--- src/rtl/port_resp.sv ---
// Output-port responder: grants one requester round-robin, refuses the rest once per request,
// and holds the port busy until the transfer reports done or the watchdog expires.
module port_resp #(
    parameter  int PORTNUM = 16,
    parameter  int TIMEOUT = 1024,
    localparam int GW      = (PORTNUM > 1) ? $clog2(PORTNUM) : 1
) (
    input  logic               i_clk,
    input  logic               i_rst_n,
    input  logic [PORTNUM-1:0] i_req,
    input  logic               i_out_ready,
    input  logic               i_done,
    output logic               o_port_ready,
    output logic [PORTNUM-1:0] o_resp,
    output logic [PORTNUM-1:0] o_nresp,
    output logic [GW-1:0]      o_grant_port,
    output logic               o_grant_vld,
    output logic               o_busy,
    output logic               o_timeout
);

    localparam int                 CW      = (TIMEOUT > 1) ? $clog2(TIMEOUT) : 1;
    localparam logic [CW-1:0]      CNT_MAX = CW'((TIMEOUT > 0) ? TIMEOUT - 1 : 0);
    localparam logic [PORTNUM-1:0] ONE     = PORTNUM'(1);

    typedef enum logic {IDLE, BUSY} state_t;

    state_t             state, state_n;
    logic [GW-1:0]      last_grant, last_grant_n;
    logic [PORTNUM-1:0] refused, refused_n;
    logic [CW-1:0]      cnt, cnt_n;

    logic [PORTNUM-1:0] elig, grantee_mask;
    logic [PORTNUM-1:0] resp_n, nresp_n;
    logic [GW-1:0]      grant_port_n, winner, idx;
    logic               grant_vld_n, timeout_n, port_ready_n, found;

    // The grantee keeps its request up one cycle past resp; mask it while busy.
    assign grantee_mask = ONE << o_grant_port;
    assign elig = i_req & ~refused & ((state == BUSY) ? ~grantee_mask : {PORTNUM{1'b1}});

    always_comb begin
        winner = '0;
        idx    = '0;
        found  = 1'b0;
        for (int i = 1; i <= PORTNUM; i++) begin
            idx = GW'((int'(last_grant) + i) % PORTNUM);
            if (!found && elig[idx]) begin
                found  = 1'b1;
                winner = idx;
            end
        end
    end

    always_comb begin
        state_n      = state;
        last_grant_n = last_grant;
        cnt_n        = cnt;
        resp_n       = '0;
        nresp_n      = '0;
        grant_port_n = o_grant_port;
        grant_vld_n  = 1'b0;
        timeout_n    = 1'b0;
        case (state)
            IDLE: begin
                if (|elig) begin
                    if (i_out_ready) begin
                        state_n      = BUSY;
                        last_grant_n = winner;
                        cnt_n        = '0;
                        resp_n       = ONE << winner;
                        grant_port_n = winner;
                        grant_vld_n  = 1'b1;
                        nresp_n      = elig & ~(ONE << winner);
                    end else begin
                        nresp_n = elig;
                    end
                end
            end
            BUSY: begin
                nresp_n = elig;
                if (i_done) begin
                    state_n = IDLE;
                end else if (TIMEOUT > 0 && cnt == CNT_MAX) begin
                    state_n   = IDLE;
                    timeout_n = 1'b1;
                end else begin
                    cnt_n = cnt + 1'b1;
                end
            end
            default: state_n = IDLE;
        endcase
    end

    // A refusal stays latched until the requester drops its line, so each assertion sees one nresp.
    assign refused_n    = (refused & i_req) | nresp_n;
    assign port_ready_n = (state_n == IDLE) & i_out_ready;

    always_ff @(posedge i_clk or negedge i_rst_n) begin
        if (!i_rst_n) begin
            state        <= IDLE;
            last_grant   <= GW'(PORTNUM - 1);
            refused      <= '0;
            cnt          <= '0;
            o_port_ready <= 1'b0;
            o_resp       <= '0;
            o_nresp      <= '0;
            o_grant_port <= '0;
            o_grant_vld  <= 1'b0;
            o_busy       <= 1'b0;
            o_timeout    <= 1'b0;
        end else begin
            state        <= state_n;
            last_grant   <= last_grant_n;
            refused      <= refused_n;
            cnt          <= cnt_n;
            o_port_ready <= port_ready_n;
            o_resp       <= resp_n;
            o_nresp      <= nresp_n;
            o_grant_port <= grant_port_n;
            o_grant_vld  <= grant_vld_n;
            o_busy       <= (state_n == BUSY);
            o_timeout    <= timeout_n;
        end
    end

endmodule
--- config.mk ---
export PLATFORM = sky130hd
export DESIGN_NAME = port_resp
export DESIGN_NICKNAME = d
export VERILOG_FILES = /design/src/rtl/port_resp.sv
export SDC_FILE = /design/constraint.sdc
export NUM_CORES = 1
export LEC_CHECK = 0
export ABC_AREA = 1
export CORE_ASPECT_RATIO = 0.7
export CORE_MARGIN = 2
export CORE_UTILIZATION = 35
export DETAILED_ROUTE_END_ITERATION = 8
export GPL_ROUTABILITY_DRIVEN = 1
export PLACE_DENSITY = 0.51
export SYNTH_ARGS = -nofsm -noshare
export SYNTH_HDL_FRONTEND = slang
export SYNTH_SLANG_ARGS = --single-unit
--- constraint.sdc ---
create_clock -name i_clk -period 12.4 [get_ports i_clk]
set_input_delay 3.1 -clock i_clk [delete_from_list [all_inputs] [get_ports i_clk]]
set_output_delay 3.1 -clock i_clk [all_outputs]
set_load 0.05 [all_outputs]
==> results by stage, run 1 <==
Finish:
- The number of antenna diodes in the final layout is 0.
- The sequential cell area is 1760 sq um.
- In the final design database the tool counted 844 nets.
- The proportion of layout cells with a drive suffix above 1 is 7.67%.
- The count of fill cells added during filler insertion is 1490.
- The relative area change from synthesis to final layout is 21.8%.
- Summing all multi-input logic gate instances after layout gives 2650 sq um.

Detailed routing:
- Detailed routing inserted a total of 5204 vias.
- The detailed-route vias per instance is 5.15.
- In the routed design, unresolved DRC markers number 0.
- The wire length after detailed routing is 15800 um.
- The pre-antenna-repair detailed-routing pass consisted of 6 iterations.
- The average detailed-routed wire length per instance is 15.6 um.
- The antenna violation net count after detailed routing is 0.
- In this run, the number of DRC markers left after iteration 0 of detailed routing was 509.

Worst setup path:
- The maximum fanout count along the critical path is 5.
- Setup slack on the worst reg-to-reg path comes out at 7080 ps.
- The required arrival time at the worst endpoint is 12610 ps.
- The critical path starts at i_req[12].
- The delay contributed by the slowest stage of the critical path is 500 ps.
- The cell seen most often among critical-path stages is nand2_1.
- The signal on the critical path passes through clkdlybuf4s50_1 > inv_1 > nor2_1 > nand3_1 > nand3_1 > nand3_1 > nand2_1 > nand2_1 > o21ai_1 > inv_1 > nand4_1 > nor2_1 > nand2_1 > nand2_1 > o21ai_0 > nand4_1 > nand2_1 > nand2_1 > nand2_1 > nand4_1 > nor2_1 > nand2_2 > nand2_1 > nand2_1.
- The arrival time reported for the critical path endpoint is 6770 ps.
- The worst setup path is of the in -> reg kind.
- The timing endpoint of the critical path is refused[10].
- In this run the critical register-to-register path is captured at refused[10].
- The number of cells traversed by the worst register-to-register path is 23.
- The worst setup path is launched from a primary input.
- The slowest cell on the critical path is clkdlybuf4s50_1.
- The endpoint type of the worst setup path is a flop.
- The startpoint identified for the worst register-to-register timing path is last_grant[1].

Global route:
- The pin count of the biggest net entering global routing is 71.
- The number of global-route vias before repair was 4930.
- The first-pass GRT wire length is 25800 um.
- The total overflow reported by the global router is 0.
- The number of antenna violations at the first check in global routing is 0.
- The total global-route track usage is 22.0%.

Clock network:
- In this run the post-CTS setup repair buffer count came out at 0.
- The number of buffers on the longest clock path is 2.
- After clock tree synthesis, the clock-pin slew on the worst setup and hold paths is 60 ps.
- The cell at the root of the clock tree is clkbuf_16.
- The clock latency on the worst-skew pair is 330 ps.
- The number of gates resized after CTS is 0.
- The H-tree generated during clock tree synthesis spans 3 levels.
- After clock tree synthesis, the flow added hold-fix buffers numbering 0.
- The TritonCTS clock tree is yes.
- The clock buffer count from CTS is 9.
- The tree built by TritonCTS fans out to 70 sinks.

Timing:
- The clock skew after layout is 6.02 ps.
- For the final routed database, the setup TNS stands at 0 ps.
- The setup violation total in the final timing report is 0.
- At the pin with the least slew margin, the transition time is 1040 ps.
- The relative slew slack is 30.2%.
- The post-route fraction of the period consumed by the critical path is 52.8%.
- The smallest clock period supported by the final layout is computed as 6550 ps.
- The total count of max-transition violations in the final report came to 0.
- The maximum operating frequency is 153 MHz.
- The number of failing hold endpoints at the final stage is 0.
- Setup repair after global routing left no endpoint under its margin.

Floorplanning:
- 60 I/O pins were placed.
- The total die area is 15100 sq um.
- The height of the die is 103 um.
- After floorplanning, the core was sized to cover 13900 sq um.
- The initial utilization of the core area, before any placement, comes to 35.6%.
- The horizontal die dimension is 146 um.
- The standard-cell row count is 36.

Yosys:
- Synthesis produced 755 cells.
- The number of distinct library cells after synthesis is 36.
- For this run, the number of Yosys warnings is 0.
- The netlist area before placement is 4940 sq um.
- The biggest area contributor in the post-synthesis netlist is dfrtp_1.
- The share of the synthesized area in the top cell type is 33.4%.
- The number of nets in the synthesized netlist is 783.
- Sequential elements use 35.5% of the synthesized area.
- After synthesis, the cell types taking the most area are dfrtp_1 33%, nand2_1 15%, nand3_1 15%.
- The synthesized design contains 70 register bits.
- A synthesized cell averages 6.55 sq um.

Place:
- The estimated wirelength of the detail-placed design is 12600 um.
- The final weighted congestion in routability-driven placement is 0.972.
- The count of input and output buffers is 59.

Min path:
- The type of the tightest min-delay check is reg -> reg.

Status:
- The flow ran to the end, and the final reports show no timing, DRC or antenna violations.

Job:
- The count of maximum capacitance violations is 0.
[metal layers]
| metal | routed length (um) | vias up | global-route usage [%] | share of wire (%) |
|---|---|---|---|---|
| met4 | 132 | 0 | 4.18 | 0.83 |
| met1 | 8080 | 2427 | 32.9 | 51 |
| li1 | - | 2539 | - | - |
| met2 | 6410 | 222 | 32.5 | 41 |
| met3 | 1200 | 16 | 4.96 | 7.6 |
| met5 | 0 | - | 1.25 | 0 |
[worst max-delay path, delay by kind of cell]
| kind | cells | cell delay, ps |
|---|---|---|
| buf+inv | 3 | 750 |
| simple gates | 19 | 2430 |
| compound gates | 2 | 490 |
[stage by stage]
step                hold WS (ps)  std cells  util (%)  instance area (sq um)  setup slack [ps]
floorplan                    448        755         -                   4940              6900
global placement             466        995      41.3                   5740              5570
detailed placement           466        995      41.3                   5740              5600
CTS                          482       1011      43.4                   6020              5940
global route                 492       1011      43.4                   6020              5430
finish                       478       1011      43.4                   6020              5850
[cell families (layout without fill, tap and decap cells)]
kind of cell / Yosys count / in the layout / synth area share (%)
adder cells (fa/ha/maj): 8 / 8 / 2.02
buffers and inverters: 140 / 206 / 10.8
AND/OR/NAND/NOR: 492 / 492 / 46.0
flip-flops: 70 / 70 / 35.5
XOR/XNOR: 6 / 6 / 1.37
AO/OA/AOI/OAI: 39 / 39 / 4.30
[state kept, by name (all words and copies together) (netlist names)]
| name | flops |
|---|---|
| o_timeout | 1 |
| o_grant_vld | 1 |
| last_grant | 4 |
| o_resp | 16 |
| o_nresp | 16 |
| state | 1 |
| o_grant_port | 4 |
| refused | 16 |
| cnt | 10 |
| o_port_ready | 1 |
[synthesized netlist by cell type]
library cell and number:
o21a_1 1, dfstp_2 4, nor3_2 1, xor2_1 4, xnor2_2 1, nor3_1 5
nor2_2 3, nand3_4 1, a21oi_1 9, a31oi_1 1, a21oi_4 1, nor3_4 1
clkbuf_1 8, ha_1 8, nor2_1 80, nand3_2 4, buf_2 1, xor2_2 1
nand2_4 1, nor2_8 1, buf_4 2, nand4_1 25, nand2_2 9, dfrtp_1 66
inv_2 11, nand3_1 150, nor2_4 2, inv_1 116, o21ai_1 3, o21bai_1 1
buf_1 1, nor4_1 3, clkinv_1 1, nand4_4 2, o21ai_0 23, nand2_1 204
[placed cells by master (no fill, tap or decap), types with 2 or more instances in the layout]
cell type        synthesis  final
nand2_1                204    204
nand3_1                150    150
inv_1                  116    116
nor2_1                  80     80
dfrtp_1                 66     66
clkdlybuf4s50_1          0     58
nand4_1                 25     25
o21ai_0                 23     23
inv_2                   11     11
a21oi_1                  9      9
nand2_2                  9      9
clkbuf_16                0      9
ha_1                     8      8
nor3_1                   5      5
xor2_1                   4      4
nand3_2                  4      4
dfstp_2                  4      4
nor2_2                   3      3
o21ai_1                  3      3
nor4_1                   3      3
clkinv_2                 0      3
buf_4                    2      3
nor2_4                   2      2
nand4_4                  2      2
clkbuf_8                 0      2
[layout make-up]
cell class | count | share of cell area, %
inverter | 128 | 7.98
multi-input combinational | 545 | 44.1
sequential | 70 | 29.2
tap | 190 | 3.95
timing repair buffer | 62 | 10.1
clock buffer | 11 | 4.20
clock inverter | 5 | 0.540
[how the worst min path moves through the flow]
stage | from | to | slack (ps) | cells past startpoint
5_1_grt | refused[15] | refused[15] | 490 | 2
3_5_place_dp | refused[11] | refused[11] | 470 | 2
3_3_place_gp | refused[1] | refused[1] | 470 | 2
2_1_floorplan | refused[0] | refused[0] | 450 | 2
6_report | refused[11] | refused[11] | 480 | 2
4_1_cts | refused[7] | refused[7] | 480 | 2
Power of run 1 is left out: the tool's default activity adds up to more than one toggle a clock period on the data nets, which glitch-free logic cannot reach.
==> run 2, diff against run 1 <==
==> constraint.sdc (replaced) <==
create_clock -name i_clk -period 6.15 [get_ports i_clk]
set_input_delay 1.5375 -clock i_clk [delete_from_list [all_inputs] [get_ports i_clk]]
set_output_delay 1.5375 -clock i_clk [all_outputs]
set_load 0.05 [all_outputs]
==> run 2 against run 1 <==
  * Die area is the same
  * Via count fell by 0.31%
  * Critical path depth fell by 1
  * Non-clock buffer count grew 3
  * Clock-buffer cell count decreased by 1
  * Register-to-register slack got worse by 5900 ps
  * Sequential cell count did not move
  * First-iteration DRC count fell by 0.39%
  * Highest routed layer unchanged
==> results by stage, run 2 (synthesis gave the netlist of run 1 again) <==
Status:
- Outcome: complete, no violations (unchanged).

Timing:
- Setup repair after global routing missed its margin: no (unchanged).
- Timing would allow up to 199 MHz.
- The number of failing hold endpoints at the final stage was 0 (unchanged).
- The relative slew slack is 40.8% (was 30.2%).
- Subtracting the final worst setup slack from the clock period gives 5030 ps.
- The total count of max-transition violations in the final report is 0 (unchanged).
- The slew at the pin closest to its max-slew limit is 887 ps (was 1040 ps).
- The setup TNS is 0 ps (unchanged).
- The clock skew after layout was 7.93 ps (was 6.02 ps).
- In the finished design, the share of the clock period the worst path needs comes to 81.7%.
- The setup violation total in the final timing report is 0 (unchanged).

Finish:
- The commonest non-fill, non-tap cell in the layout is nand2_1 (unchanged).
- The count of fill cells added during filler insertion came to 1477 (was 1490).
- The proportion of layout cells with a drive suffix above 1 is 8.01% (was 7.67%).
- The antenna diode instance count is 0 (unchanged).
- The net count of the finished layout was 847 (was 844).
- Largest registers: o_nresp (16), o_resp (16), refused (16) (unchanged).
- Leading cell types in the layout, fill and taps excluded: 204 x nand2_1, 150 x nand3_1, 116 x inv_1 (unchanged).
- The relative area change from synthesis to final layout was 22.1% (was 21.8%).

Global route:
- The first-pass GRT wire length came to 25500 um (was 25800 um).
- The total overflow reported by the global router is 0 (unchanged).
- The total global-route track usage is 21.5% (was 22.0%).
- The number of antenna violations at the first check in global routing was 0 (unchanged).
- The pin count of the biggest net entering global routing is 71 (unchanged).
- The number of global-route vias before repair is 4862 (was 4930).

Clock network:
- The TritonCTS clock tree is yes (unchanged).
- The clock latency on the worst-skew pair is 330 ps (about the same).
- The CTS clock-pin slew for the worst setup and hold paths is 50 ps (was 60 ps).
- The number of buffers added for setup after CTS was 0 (unchanged).
- The deepest level of the CTS H-tree came to 3 (unchanged).
- The cell at the root of the clock tree is clkbuf_16 (unchanged).
- The number of gates resized after CTS is 0 (unchanged).
- The clock sink count is 70 (unchanged).
- The clock buffer count from CTS was 9 (unchanged).
- The count of hold-fix buffers inserted at cts was 0 (unchanged).
- The number of buffers on the longest clock path is 2 (unchanged).

Floorplanning:
- The horizontal die dimension came to 146 um (unchanged).
- The standard-cell row count is 36 (unchanged).
- The number of top-level pins is 60 (unchanged).
- The height of the die was 103 um (unchanged).
- The core box area is 13900 sq um (unchanged).
- The total die area is 15100 sq um (unchanged).
- The effective utilization at floorplan came to 35.6% (unchanged).

Detailed routing:
- The number of design rule violations left after detail routing came to 0 (unchanged).
- The length of the first detailed-routing pass in iterations is 5 (was 6).
- The antenna violation net count after detailed routing is 0 (unchanged).
- The average detailed-routed wire length per instance is 15.6 um (about the same).
- The via count of the routed design is 5188 (was 5204).
- The initial DRC count is 507 (was 509).
- The detailed-route vias per instance is 5.12 (was 5.15).
- The wire length after detailed routing came to 15800 um (about the same).

Worst setup path:
- The delay contributed by the slowest stage of the critical path is 500 ps (about the same).
- The number of cells traversed by the worst register-to-register path is 24 (was 23).
- The worst-case register-to-register setup slack is 1150 ps (was 7080 ps).
- The arrival time reported for the critical path endpoint is 5290 ps (was 6770 ps).
- The slowest cell on the critical path was clkdlybuf4s50_1 (unchanged).
- The worst reg2reg path endpoint is refused[7] (was refused[10]).
- Cells along the critical path: clkdlybuf4s50_1 > inv_1 > nor2_1 > nand3_1 > nand3_1 > nand3_1 > nand2_1 > nand2_1 > o21ai_1 > inv_1 > nand4_1 > nor2_1 > nand2_1 > nand2_1 > o21ai_0 > nand3_1 > o21ai_0 > nand4_1 > nor2_1 > nor2_1 > nand2_1 > nand2_1 > nand2_1 (was clkdlybuf4s50_1 > inv_1 > nor2_1 > nand3_1 > nand3_1 > nand3_1 > nand2_1 > nand2_1 > o21ai_1 > inv_1 > nand4_1 > nor2_1 > nand2_1 > nand2_1 > o21ai_0 > nand4_1 > nand2_1 > nand2_1 > nand2_1 > nand4_1 > nor2_1 > nand2_2 > nand2_1 > nand2_1).
- The endpoint type of the worst setup path is a flop (unchanged).
- The gate family responsible for the most delay along the worst path is simple AND/OR/NAND/NOR gates (unchanged).
- The number of buffer and inverter instances along the worst setup path is 3 (unchanged).
- The reg-to-reg critical path startpoint is last_grant[1] (unchanged).
- The maximum fanout count along the critical path is 5 (unchanged).
- The required arrival time at the worst endpoint is 6410 ps (was 12610 ps).
- The cell seen most often among critical-path stages is nand2_1 (unchanged).
- The kind of launch point of the worst setup path is a primary input (unchanged).
- The critical path class is in -> reg (unchanged).

Place:
- The estimated wirelength of the detail-placed design was 12600 um (about the same).
- The count of input and output buffers is 59 (unchanged).
- The final weighted congestion in routability-driven placement came to 0.955 (was 0.972).

Min path:
- The end point of the most critical hold path is refused[14] (was refused[11]).
- The hold-critical path depth came to 2 (unchanged).
- The startpoint of the worst hold path was refused[14] (was refused[11]).
- The type of the tightest min-delay check is reg -> reg (unchanged).

Job:
- The count of maximum capacitance violations is 0 (unchanged).
## run 2: cell types whose count changed in the layout (fill, tap and decap cells not counted), sizes merged
cell,delta
inv,-1
clkbuf,-1
buf,+3
clkinv,+2
## run 2: metal layers
metal,track usage [%],wire (um),vias to the layer above
li1,-,-,2537
met1,32.9,8000,2404
met2,31.5,6260,231
met3,4.91,1430,16
met4,3.44,119,0
met5,0,0,-
## run 2: final cells by class
| class | count | area (sq um) | share of cell area (%) |
|---|---|---|---|
| tap | 190 | 238 | 3.94 |
| timing repair buffer | 65 | 631 | 10.4 |
| clock buffer | 10 | 239 | 3.96 |
| sequential | 70 | 1760 | 29.1 |
| clock inverter | 6 | 37.5 | 0.622 |
| inverter | 128 | 480 | 7.96 |
| multi-input combinational | 545 | 2650 | 44.0 |
## run 2: per-stage QoR
step           cell area, sq um  std cells  setup WS [ps]  hold WS [ps]  utilization, %
5_1_grt                    6030       1014            675           497            43.5
6_report                   6030       1014           1120           475            43.5
3_5_place_dp               5760        998            926           469            41.5
2_1_floorplan              4940        755           2220           448               -
3_3_place_gp               5760        998            911           466            41.5
4_1_cts                    6030       1014           1250           483            43.5
## run 2: how the worst max path moves through the flow
stage               cells after the start     endpoint  slack [ps]          start
global placement                       24  refused[10]         910       i_req[8]
finish                                 23   refused[6]        1120      i_req[12]
detailed placement                     23   refused[6]         930      i_req[12]
floorplan                              22  refused[10]        2220       i_req[0]
CTS                                    23   refused[6]        1250      i_req[12]
global route                           24   refused[7]         680  last_grant[1]
## run 2: worst min-delay path: cells and delay by family, from the launching register on
family           cells  cell delay (ps)
and+or+nand+nor      2              100
DFF                  1              340
Power of run 2 is left out for the same reason.
==> patch 1: new RTL, settings of run 2 <==
`o_resp` no longer has a reset.
--- a/src/rtl/port_resp.sv
+++ b/src/rtl/port_resp.sv
@@ -104,5 +104,4 @@
             cnt          <= '0;
             o_port_ready <= 1'b0;
-            o_resp       <= '0;
             o_nresp      <= '0;
             o_grant_port <= '0;
@@ -116,5 +115,4 @@
             cnt          <= cnt_n;
             o_port_ready <= port_ready_n;
-            o_resp       <= resp_n;
             o_nresp      <= nresp_n;
             o_grant_port <= grant_port_n;
@@ -125,3 +123,7 @@
     end
 
+    always_ff @(posedge i_clk) begin
+        o_resp <= resp_n;
+    end
+
 endmodule
Formal check against the unedited RTL: not equivalent (a bounded check fails within 4 cycles, from zero or initial values and one cycle with i_rst_n low).
==> patch 1 against run 2 <==
- cell area up 0.44%
- synthesized area increased by 0.51%
- worst setup slack better by 0.11 ns
- sequential cell count did not move
- routed wire length rose by 3.9%
- clock skew down 0.0023 ns
- final cell count shrank 3.0%
- maximum frequency rose by 2.3%
- sequential share of layout area decreased by 1.4 points
- die area is 0.49% higher
- synthesized cell count is 3.8% lower
- critical endpoint is now refused[0]
Power is left out: the tool's default activity adds up to more than one toggle a clock period on the data nets, which glitch-free logic cannot reach.
==> patch 1: results (changes against run 2) <==
<table>
<tr><th>Metric</th><th>Value</th></tr>
<tr><th colspan="2">Drt</th></tr>
<tr><td>Total Wirelength</td><td>16400 um (+3.9%)</td></tr>
<tr><td>DR iter-0 viols</td><td>622 (+23%)</td></tr>
<tr><td>Drt pass-1 iters</td><td>6 (+1)</td></tr>
<tr><th colspan="2">GRT</th></tr>
<tr><td>Fraction of met2 tracks used by global routing</td><td>29.6% (-1.8 points)</td></tr>
<tr><td>Via count of the first global-routing pass</td><td>4733 (-2.7%)</td></tr>
<tr><td>Met3 Usage GRT</td><td>6.43% (+1.5 points)</td></tr>
<tr><td>Met1 GRT Util</td><td>35.5% (+2.7 points)</td></tr>
<tr><td>Largest net degree at the start of global routing</td><td>55 (-23%)</td></tr>
<tr><td>GRT Total Usage</td><td>22.3% (+0.75 points)</td></tr>
<tr><td>Global-route wire length before repair</td><td>26200 um (+2.6%)</td></tr>
<tr><th colspan="2">Yosys</th></tr>
<tr><td>Most numerous cell types in the synthesized netlist</td><td>191 x sky130_fd_sc_hd__nand2_1, 134 x sky130_fd_sc_hd__nand3_1, 99 x sky130_fd_sc_hd__inv_1</td></tr>
<tr><td>Post-synthesis cell type count</td><td>44 (+22%)</td></tr>
<tr><td>Area contributors post-synth</td><td>sky130_fd_sc_hd__dfrtp_1 25%, sky130_fd_sc_hd__nand2_1 14%, sky130_fd_sc_hd__nand3_1 13%</td></tr>
<tr><td>Share of flip-flops with an asynchronous set or reset after synthesis</td><td>77.1% (-23 points)</td></tr>
<tr><td>Share of the yosys chip area belonging to registers</td><td>33.7% (-1.8 points)</td></tr>
<tr><th colspan="2">Placement</th></tr>
<tr><td>Placed cells</td><td>968 (-3.0%)</td></tr>
<tr><td>Detailed Place HPWL</td><td>13200 um (+4.5%)</td></tr>
<tr><td>Final RePlAce weighted congestion</td><td>0.972 (+1.7%)</td></tr>
<tr><td>Placement Setup Slack</td><td>1.02 ns (+0.0894 ns)</td></tr>
<tr><th colspan="2">Cells and area</th></tr>
<tr><td>Nets</td><td>817 (-3.5%)</td></tr>
<tr><td>Count of fill cells added during filler insertion</td><td>1434 (-2.9%)</td></tr>
<tr><td>Count of non-filler cells in the finished layout</td><td>984 (-3.0%)</td></tr>
<tr><td>Share of cells above drive strength 1</td><td>10.3% (+2.3 points)</td></tr>
<tr><th colspan="2">Critical path</th></tr>
<tr><td>Logic depth of the worst register-to-register path</td><td>22 (-8.3%)</td></tr>
<tr><td>CP arrival</td><td>5.13 ns (-0.16 ns)</td></tr>
<tr><th colspan="2">Status</th></tr>
<tr><td>Outcome</td><td>completed</td></tr>
<tr><th colspan="2">Min path</th></tr>
<tr><td>Worst Min Path Start</td><td>cnt[8]</td></tr>
<tr><td>Sink of the worst hold path</td><td>cnt[8]</td></tr>
<tr><th colspan="2">Timing</th></tr>
<tr><td>Normalized max-slew margin</td><td>30.0% (-11 points)</td></tr>
</table>
==> patch 1: cell types whose count changed after synthesis, moves of 6 or more <==
cell and change:
sky130_fd_sc_hd__o21bai_2 +6, sky130_fd_sc_hd__nor3_1 +7, sky130_fd_sc_hd__dfxtp_1 +16, sky130_fd_sc_hd__nor2_1 -15, sky130_fd_sc_hd__dfrtp_1 -16, sky130_fd_sc_hd__inv_1 -17
sky130_fd_sc_hd__nand3_1 -16, sky130_fd_sc_hd__nand2_1 -13
==> patch 1: critical path, cell delays in order <==
cell and delay (ns):
sky130_fd_sc_hd__clkdlybuf4s50_1 0.54, sky130_fd_sc_hd__inv_1 0.05, sky130_fd_sc_hd__nor2_1 0.21, sky130_fd_sc_hd__nand3_1 0.14, sky130_fd_sc_hd__nand2_1 0.11, sky130_fd_sc_hd__nand2_1 0.07, sky130_fd_sc_hd__nand2_1 0.15, sky130_fd_sc_hd__o21ai_0 0.14
sky130_fd_sc_hd__o21ai_0 0.75, sky130_fd_sc_hd__inv_1 0.24, sky130_fd_sc_hd__nand3_1 0.18, sky130_fd_sc_hd__nand2_1 0.09, sky130_fd_sc_hd__nor2_1 0.19, sky130_fd_sc_hd__nor2_4 0.08, sky130_fd_sc_hd__nor2_1 0.25, sky130_fd_sc_hd__nand2_1 0.13
sky130_fd_sc_hd__o21bai_1 0.18, sky130_fd_sc_hd__nand2_1 0.07
==> patch 1: how the worst max path moves through the flow <==
stage                         start  depth (start not counted)    endpoint  slack [ns]
after floorplan            i_req[7]                         17  refused[0]        2.24
after global placement    i_req[15]                         22  refused[0]        0.98
after detailed placement   i_req[6]                         18  refused[0]        1.02
after CTS                  i_req[6]                         18  refused[0]        1.35
after global routing       i_req[6]                         18  refused[0]        0.91
final                      i_req[6]                         18  refused[0]        1.24
==> patch 1: kinds of logic (layout without fill, tap and decap cells) <==
family / count (synthesis) / after routing / synth area share [%]
AOI/OAI and AO/OA: 53 / 53 / 7.28
xor gates and xnor gates: 5 / 5 / 1.41
adders and majority gates: 8 / 8 / 2.01
buffers and inverters: 125 / 193 / 9.87
DFF: 70 / 70 / 33.7
and+or+nand+nor: 465 / 465 / 45.7
==> patch 1: per-stage QoR <==
stage / instance area (sq um) / hold slack (ns)
after detailed placement: 5770 / 0.467
after global routing: 6060 / 0.499
after CTS: 6060 / 0.475
after global placement: 5770 / 0.464
after floorplan: 4970 / 0.446
final: 6060 / 0.470
==> patch 1: cell type report <==
class / count / area share (%)
multi-input cells: 531 / 46.2
flip-flops and latches: 70 / 27.7
repair buffers: 65 / 10.4
inverters: 112 / 6.94
clock buffers: 12 / 4.07
well taps: 190 / 3.92
clock inverters: 4 / 0.784
==> patch 1: metal layers <==
metal	routed length, um	share of wire [%]
met1	8450	51
met2	6240	38
met3	1610	9.8
met4	116	0.71
met5	0	0
==> patch 2: new RTL, settings of run 2 <==
Made on the original files. Change the parameter `TIMEOUT` from 1024 to 256.
--- a/src/rtl/port_resp.sv
+++ b/src/rtl/port_resp.sv
@@ -3,5 +3,5 @@
 module port_resp #(
     parameter  int PORTNUM = 16,
-    parameter  int TIMEOUT = 1024,
+    parameter  int TIMEOUT = 256,
     localparam int GW      = (PORTNUM > 1) ? $clog2(PORTNUM) : 1
 ) (
Function: not settled (the Yosys comparison gave no result); the edit may change what the design does.
==> patch 2 against run 2 <==
- register-to-register slack worse by 0.23 ns
- first-iteration DRC count up 48%
- worst hold slack better by 0.0028 ns
- routed wire length up 16%
- cell area up 5.2%
- maximum frequency down 9.4%
- worst setup slack worse by 0.52 ns
- synthesized area up 5.5%
- sequential cell count down 2
Power is left out: the tool's default activity adds up to more than one toggle a clock period on the data nets, which glitch-free logic cannot reach.
==> patch 2: results (changes against run 2) <==
<table>
<tr><th>Metric</th><th>Value</th></tr>
<tr><th colspan="2">Critical path</th></tr>
<tr><td>Worst reg2reg setup slack</td><td>0.92 ns (-0.23 ns)</td></tr>
<tr><td>Largest fanout on the critical path</td><td>9 (+4)</td></tr>
<tr><td>CP arrival</td><td>5.76 ns (+0.47 ns)</td></tr>
<tr><td>Crit Reg-Reg Startpoint</td><td>last_grant[2]</td></tr>
<tr><td>Logic depth of the worst register-to-register path</td><td>26 (+8.3%)</td></tr>
<tr><td>Worst path slowest cell</td><td>sky130_fd_sc_hd__o21ai_0</td></tr>
<tr><th colspan="2">Drt</th></tr>
<tr><td>Avg Vias per Cell</td><td>5.28 (+3.3%)</td></tr>
<tr><td>DR iter-0 viols</td><td>751 (+48%)</td></tr>
<tr><td>Total Wirelength</td><td>18300 um (+16%)</td></tr>
<tr><td>Sum of met3 wire segment lengths after detailed routing</td><td>2110 um (+48%)</td></tr>
<tr><td>Detail Route met2 WL</td><td>7010 um (+12%)</td></tr>
<tr><td>Detailed-routing wirelength on met1</td><td>9130 um (+14%)</td></tr>
<tr><th colspan="2">Timing</th></tr>
<tr><td>Hold Worst Slack</td><td>0.477 ns (+0.00283 ns)</td></tr>
<tr><td>Normalized max-slew margin</td><td>37.3% (-3.6 points)</td></tr>
<tr><td>Largest clock skew in the final design</td><td>0.00698 ns (-0.000946 ns)</td></tr>
<tr><th colspan="2">GRT</th></tr>
<tr><td>GRT Total Usage</td><td>23.7% (+2.1 points)</td></tr>
<tr><td>Met3 Usage GRT</td><td>7.30% (+2.4 points)</td></tr>
<tr><td>Via count of the first global-routing pass</td><td>5231 (+7.6%)</td></tr>
<tr><td>Fraction of met2 tracks used by global routing</td><td>31.0% (-0.48 points)</td></tr>
<tr><th colspan="2">Min path</th></tr>
<tr><td>Sink of the worst hold path</td><td>refused[7]</td></tr>
<tr><td>Worst Min Path Start</td><td>refused[7]</td></tr>
<tr><th colspan="2">Placement</th></tr>
<tr><td>Detailed Place HPWL</td><td>14500 um (+15%)</td></tr>
<tr><td>Instance area at placement</td><td>6050 sq um (+5.2%)</td></tr>
<tr><th colspan="2">Status</th></tr>
<tr><td>Outcome</td><td>completed</td></tr>
<tr><th colspan="2">Yosys</th></tr>
<tr><td>Top cell type's share of synthesized area</td><td>30.7% (-2.7 points)</td></tr>
<tr><td>Area contributors post-synth</td><td>sky130_fd_sc_hd__dfrtp_1 31%, sky130_fd_sc_hd__nand2_1 18%, sky130_fd_sc_hd__nand3_1 16%</td></tr>
<tr><td>Most numerous cell types in the synthesized netlist</td><td>248 x sky130_fd_sc_hd__nand2_1, 164 x sky130_fd_sc_hd__nand3_1, 104 x sky130_fd_sc_hd__inv_1</td></tr>
<tr><th colspan="2">Cells and area</th></tr>
<tr><td>Count of fill cells added during filler insertion</td><td>1559 (+5.6%)</td></tr>
<tr><td>Share of cells above drive strength 1</td><td>7.25% (-0.76 points)</td></tr>
</table>
-- patch 2: area by class of cell --
type / count / share of cell area [%]
Clock buffer: 13 / 3.94
Sequential cell: 68 / 26.9
Clock inverter: 3 / 0.729
Inverter: 113 / 6.68
Timing Repair Buffer: 75 / 11.1
Multi-Input combinational cell: 624 / 46.8
Tap cell: 195 / 3.84
-- patch 2: logic make-up (layout without fill, tap and decap cells) --
group | Yosys count | after routing | share of synthesized area (%)
simple gates | 566 | 566 | 49.2
flops | 68 | 68 | 32.7
compound gates | 45 | 45 | 4.87
fa+ha+maj | 8 | 8 | 1.92
buf+inv | 136 | 204 | 10.3
xor+xnor | 5 | 5 | 0.983
-- patch 2: through the flow --
step	std cells	worst slack [ns]
finish	1091	0.605
global route	1091	0.449
CTS	1091	0.826
detailed placement	1075	0.495
global placement	1075	0.439
floorplan	828	2.14
